$ cat config.mk
export PLATFORM = sky130hd
export DESIGN_NAME = eight2four
export DESIGN_NICKNAME = d
export VERILOG_FILES = /design/src/rtl/eight2four.sv
export SDC_FILE = /design/constraint.sdc
export NUM_CORES = 1
export LEC_CHECK = 0
export CAP_MARGIN = 20
export CORE_MARGIN = 3
export CORE_UTILIZATION = 49
export DETAILED_ROUTE_END_ITERATION = 8
export GPL_TIMING_DRIVEN = 0
export PLACE_DENSITY = 0.8
export SLEW_MARGIN = 15
export SYNTH_ARGS = -nofsm -noshare
export SYNTH_HDL_FRONTEND = slang
export SYNTH_SLANG_ARGS = --single-unit
$ cat constraint.sdc
create_clock -name CLK -period 5.1 [get_ports CLK]
set_input_delay 1.02 -clock CLK [delete_from_list [all_inputs] [get_ports CLK]]
set_output_delay 1.02 -clock CLK [all_outputs]
set_load 0.02 [all_outputs]
$ cat src/rtl/eight2four.sv
// eight2four: byte-to-nibble serializer.
// Each accepted byte is emitted as two nibbles, high first, on a
// valid/ready output. A one-byte hold register feeds the output and a
// one-byte pending buffer absorbs the next byte so that back-to-back bytes
// stream at one nibble per cycle.
//
// Handshake: a byte is accepted on a rising edge where DATA_VALID=1 and
// IN_READY=1. A nibble transfers on a rising edge where OUTPUT_VALID=1 and
// OUT_READY=1. DATA_VALID while IN_READY=0 discards the byte and sets the
// sticky DROPPED flag. OUT_READY is don't-care while OUTPUT_VALID=0.
module eight2four (
    input  logic       CLK,
    input  logic       RESET,
    input  logic       DATA_VALID,
    input  logic [7:0] DATA_IN,
    output logic       IN_READY,
    input  logic       OUT_READY,
    output logic       OUTPUT_VALID,
    output logic [3:0] DATA_OUT,
    output logic       NIBBLE_SEL,
    output logic       DROPPED,
    output logic [1:0] fsm_state
);

    typedef enum logic [1:0] {
        IDLE = 2'd0,
        HIGH = 2'd1,
        LOW  = 2'd2
    } state_t;

    state_t     state;
    state_t     state_n;

    // Byte currently being emitted and the queued follower.
    logic [7:0] hold;
    logic [7:0] hold_n;
    logic [7:0] pend;
    logic [7:0] pend_n;
    logic       pend_valid;
    logic       pend_valid_n;

    // Registered-output next values.
    logic       in_ready_n;
    logic       output_valid_n;
    logic [3:0] data_out_n;
    logic       nibble_sel_n;
    logic       dropped_n;

    // Handshake events on this edge.
    logic       accept;
    logic       transfer;
    logic       overrun;

    assign accept   = DATA_VALID && IN_READY;
    assign transfer = OUTPUT_VALID && OUT_READY;
    assign overrun  = DATA_VALID && !IN_READY;

    assign fsm_state = state;

    // Next-state, storage and registered-output computation.
    always_comb begin
        state_n      = state;
        hold_n       = hold;
        pend_n       = pend;
        pend_valid_n = pend_valid;

        unique case (state)
            IDLE: begin
                if (accept) begin
                    hold_n  = DATA_IN;
                    state_n = HIGH;
                end
            end

            HIGH: begin
                if (transfer) begin
                    state_n = LOW;
                end
                if (accept) begin
                    pend_n       = DATA_IN;
                    pend_valid_n = 1'b1;
                end
            end

            LOW: begin
                if (transfer) begin
                    if (pend_valid) begin
                        // IN_READY is low whenever pending is full, so no
                        // accept can coincide with this branch.
                        hold_n       = pend;
                        pend_valid_n = 1'b0;
                        state_n      = HIGH;
                    end else if (accept) begin
                        // Bypass the pending buffer: the byte arriving as the
                        // low nibble leaves goes straight into hold.
                        hold_n  = DATA_IN;
                        state_n = HIGH;
                    end else begin
                        state_n = IDLE;
                    end
                end else if (accept) begin
                    pend_n       = DATA_IN;
                    pend_valid_n = 1'b1;
                end
            end

            default: begin
                state_n = IDLE;
            end
        endcase

        in_ready_n     = !pend_valid_n;
        output_valid_n = (state_n != IDLE);
        nibble_sel_n   = (state_n == HIGH);
        dropped_n      = DROPPED || overrun;

        data_out_n = 4'h0;
        if (state_n == HIGH) begin
            data_out_n = hold_n[7:4];
        end else if (state_n == LOW) begin
            data_out_n = hold_n[3:0];
        end
    end

    // State, storage and output registers; reset wins over every event.
    always_ff @(posedge CLK) begin
        if (RESET) begin
            state        <= IDLE;
            hold         <= 8'h00;
            pend         <= 8'h00;
            pend_valid   <= 1'b0;
            IN_READY     <= 1'b1;
            OUTPUT_VALID <= 1'b0;
            DATA_OUT     <= 4'h0;
            NIBBLE_SEL   <= 1'b0;
            DROPPED      <= 1'b0;
        end else begin
            state        <= state_n;
            hold         <= hold_n;
            pend         <= pend_n;
            pend_valid   <= pend_valid_n;
            IN_READY     <= in_ready_n;
            OUTPUT_VALID <= output_valid_n;
            DATA_OUT     <= data_out_n;
            NIBBLE_SEL   <= nibble_sel_n;
            DROPPED      <= dropped_n;
        end
    end

endmodule

==> out/metrics.csv <==
stage;metric;value;unit
grt;first-pass GRT wire length;4.93;mm
pwr;Peak VDD IR;0.177;mV
critical_path;worst path arrival time;2890;ps
route;DRC;0;
synthesis;YS warnings;0;
synthesis;Synth Area in Compound Gates;20.9;%
cts;hold bufs inserted after CTS;0;
critical_path;worst reg2reg path depth;6;
floorplan;die area;3280;um2
status;outcome;finished, final reports clean;
final_layout;final cell count without fillers;193;
route;Avg WL per Cell;15.7;um
route;drt initial violations;42;
synthesis;Synth Cell Area;1290;um2
synthesis;Synth Area in XOR/XNOR;0;%
critical_path;Worst setup endpoint;DATA_OUT[3]$_SDFF_PP0_;
grt;largest net degree at the start of global routing;15;
grt;gr ovfl total;0;
placement;Final HPWL DP;2.25;mm
floorplan;IO Pins;22;
pwr;P_leak;0.000597;uW
cts;clk sink count;27;
cts;Worst-path clk slew;140;ps
cts;H-tree levels;1;
sta;Slew Viols, Final;0;
placement;routability cong.;0.924;
floorplan;Core Region;2340;um2
route;antenna-violating nets left;0;
route;total number of vias;1182;
route;vias per cell;6.12;
floorplan;Rows;17;
sta;FMAX;377;MHz
synthesis;post-synthesis sequential area ratio;42.0;%
synthesis;Seq cells post-synth;27;
critical_path;kind of critical path;input pin to flip-flop;
sta;Final setup viols;0;
cts;Clock Tree Root;clkbuf_4;
sta;max_slew headroom;36.9;%
sta;crit share post-route;52.0;%
final_layout;Area Overhead vs Synth;20.3;%
final_layout;Core Util, Final;66.2;%
cts;CTS max path bufs;2;
grt;vias in the first global route;1074;
route;Routed WL;3.02;mm
sta;worst-margin pin slew;942;ps
cts;Clock Latency Late Sink;330;ps
critical_path;CP Launch Point;DATA_VALID;
pwr;PwrDens;275;nW/um2
cts;CTS tree;yes;
synthesis;Synth Net Count;157;
final_layout;filler instances;219;
placement;dpl cells;189;
critical_path;critical path fanouts, max;7;
sta;Final Hold Fails;0;
synthesis;largest family of logic cells by synthesized area;compound AO/OA/AOI/OAI gates;
route;first drt pass iteration count;6;
sta;Fin Setup TNS;0;ps
grt;initial antenna violation count;0;
critical_path;data required time of the critical path;5340;ps
synthesis;Post-Syn Instances;141;
critical_path;reg2reg start;fsm_state[0]$_SDFF_PP0_;
cts;Num CTS Buffers;3;
critical_path;startpoint types;input pin;
floorplan;DIE HEIGHT;57.3;um
synthesis;syn avg cell area;9.13;um2
hold_path;Hold Path Class;flip-flop to flip-flop;
critical_path;flop-to-flop setup slack;2810;ps
floorplan;Initial Utilization;55.0;%
placement;port bufs;20;
sta;Worst Skew;4.01;ps
synthesis;Post-Synth Adder-Cell Area;3.89;%
grt;GRT Overall Usage;19.1;%
synthesis;post-synth cell types;33;
cts;setup bufs post-CTS;0;
sta;RSZ-0062 raised after global routing;no;
critical_path;CP Capture Type;flip-flop;
hold_path;Hold Path Depth;2;
synthesis;post-synthesis mux area share;11.2;%
cts;post_cts resized;0;
critical_path;r2r endpoint;pend[7]$_SDFFE_PP0P_;
final_layout;n_diodes;0;
flow_run;max_cap viols;0;
final_layout;Post-layout nets;182;
final_layout;layout cell share with drive strength beyond 1;8.48;%
sta;min cycle time layout;2650;ps
synthesis;simple-gate share of the synthesized area;18.6;%
floorplan;Die W;57.3;um
[sequential cells by signal, summed over array words and instances, names as in the netlist]
register,cells
DATA_OUT,4
DROPPED,1
IN_READY,1
NIBBLE_SEL,1
OUTPUT_VALID,1
fsm_state,2
hold,8
pend,8
pend_valid,1
[area by class of cell]
| class | count | area (um2) | area share, % |
|---|---|---|---|
| flip-flops and latches | 27 | 541 | 34.9 |
| multi-input cells | 103 | 702 | 45.3 |
| plain buffers | 5 | 22.5 | 1.45 |
| clock buffers | 4 | 26.3 | 1.70 |
| inverters | 6 | 22.5 | 1.45 |
| repair buffers | 20 | 200 | 12.9 |
| well taps | 28 | 35.0 | 2.26 |
[worst min path at each step]
stage / startpoint / endpoint / slack (ps)
2_1_floorplan: pend[4]$_SDFFE_PP0P_ / pend[4]$_SDFFE_PP0P_ / 450
3_3_place_gp: DROPPED$_SDFF_PP0_ / DROPPED$_SDFF_PP0_ / 450
3_5_place_dp: pend[6]$_SDFFE_PP0P_ / pend[6]$_SDFFE_PP0P_ / 480
4_1_cts: pend[6]$_SDFFE_PP0P_ / pend[6]$_SDFFE_PP0P_ / 510
5_1_grt: pend[0]$_SDFFE_PP0P_ / pend[0]$_SDFFE_PP0P_ / 540
6_report: DROPPED$_SDFF_PP0_ / DROPPED$_SDFF_PP0_ / 510
[through the flow]
step	instance area, um2	hold WS [ps]	setup slack, ps	power, uW
after floorplan	1290	454	2770	300
after CTS	1550	514	2470	428
final	1550	509	2450	427
after global routing	1550	543	2410	450
after global placement	1520	449	2130	333
after detailed placement	1520	481	2110	336
[layer usage]
layer / share of wire, % / vias up / track usage (%)
li1: - / 571 / -
met4: 2.2 / 0 / 10.3
met2: 46 / 52 / 28.9
met5: 0 / - / 0
met1: 44 / 553 / 24.3
met3: 8.1 / 6 / 5.66
[worst max-delay path: stages]
cell and delay, ps:
clkdlybuf4s50_1 530, nand2_2 160, mux2_4 340, mux2_4 260
a221o_1 350, a32o_1 230
[placed cells by master (no fill, tap or decap), types with 2 or more instances in the layout]
| cell type | count |
|---|---|
| dfxtp_1 | 27 |
| clkdlybuf4s50_1 | 20 |
| nand3_1 | 12 |
| nor2_1 | 11 |
| o21ai_0 | 8 |
| mux2i_1 | 8 |
| a21oi_1 | 8 |
| nor2b_1 | 6 |
| inv_1 | 5 |
| a221o_1 | 5 |
| nand2_1 | 5 |
| a31oi_1 | 4 |
| ha_1 | 4 |
| clkbuf_1 | 3 |
| buf_2 | 3 |
| and2_1 | 3 |
| nor3_1 | 3 |
| mux2_2 | 3 |
| a22oi_1 | 3 |
| o211ai_1 | 3 |
| a22o_1 | 3 |
| clkbuf_4 | 3 |
| mux2_4 | 2 |
| and3_1 | 2 |
[where the power goes]
group	leakage, uW	internal (uW)	switching [uW]
Combinational	0.000361	45.9	52.3
Sequential	0.000220	225	9.27
Clock	0.0000150	30.7	63.2
[cell families after synthesis]
group | count (synthesis)
and+or+nand+nor | 47
AOI/OAI and AO/OA | 39
DFF | 27
muxes | 13
buffers and inverters | 11
adders and majority gates | 4
[cell usage after synthesis, drive strengths merged]
| cell | n | area share [%] |
|---|---|---|
| ha | 4 | 3.9 |
| nor2b | 6 | 2.9 |
| mux2 | 5 | 5.0 |
| clkbuf | 2 | 0.58 |
| nand2b | 1 | 0.49 |
| o211ai | 3 | 1.7 |
| or2 | 1 | 0.49 |
| inv | 5 | 1.5 |
| mux2i | 8 | 6.2 |
| a211oi | 1 | 0.58 |
| dfxtp | 27 | 42 |
| or3 | 1 | 0.49 |
| a2bb2oi | 1 | 0.68 |
| o21ai | 8 | 3.1 |
| o22ai | 1 | 0.49 |
| a32o | 1 | 0.78 |
| nand3 | 12 | 4.7 |
| and2 | 3 | 1.5 |
| a22o | 3 | 2.0 |
| nor3 | 4 | 1.9 |
| clkinv | 1 | 0.29 |
| nor2 | 11 | 3.2 |
| o311a | 1 | 0.78 |
| and3 | 2 | 0.97 |
| a21oi | 8 | 3.1 |
| a31oi | 4 | 1.9 |
| buf | 3 | 1.2 |
| a221o | 5 | 3.9 |
| a22oi | 3 | 1.7 |
| nand2 | 6 | 1.9 |
Power figures use the tool's default switching activity.
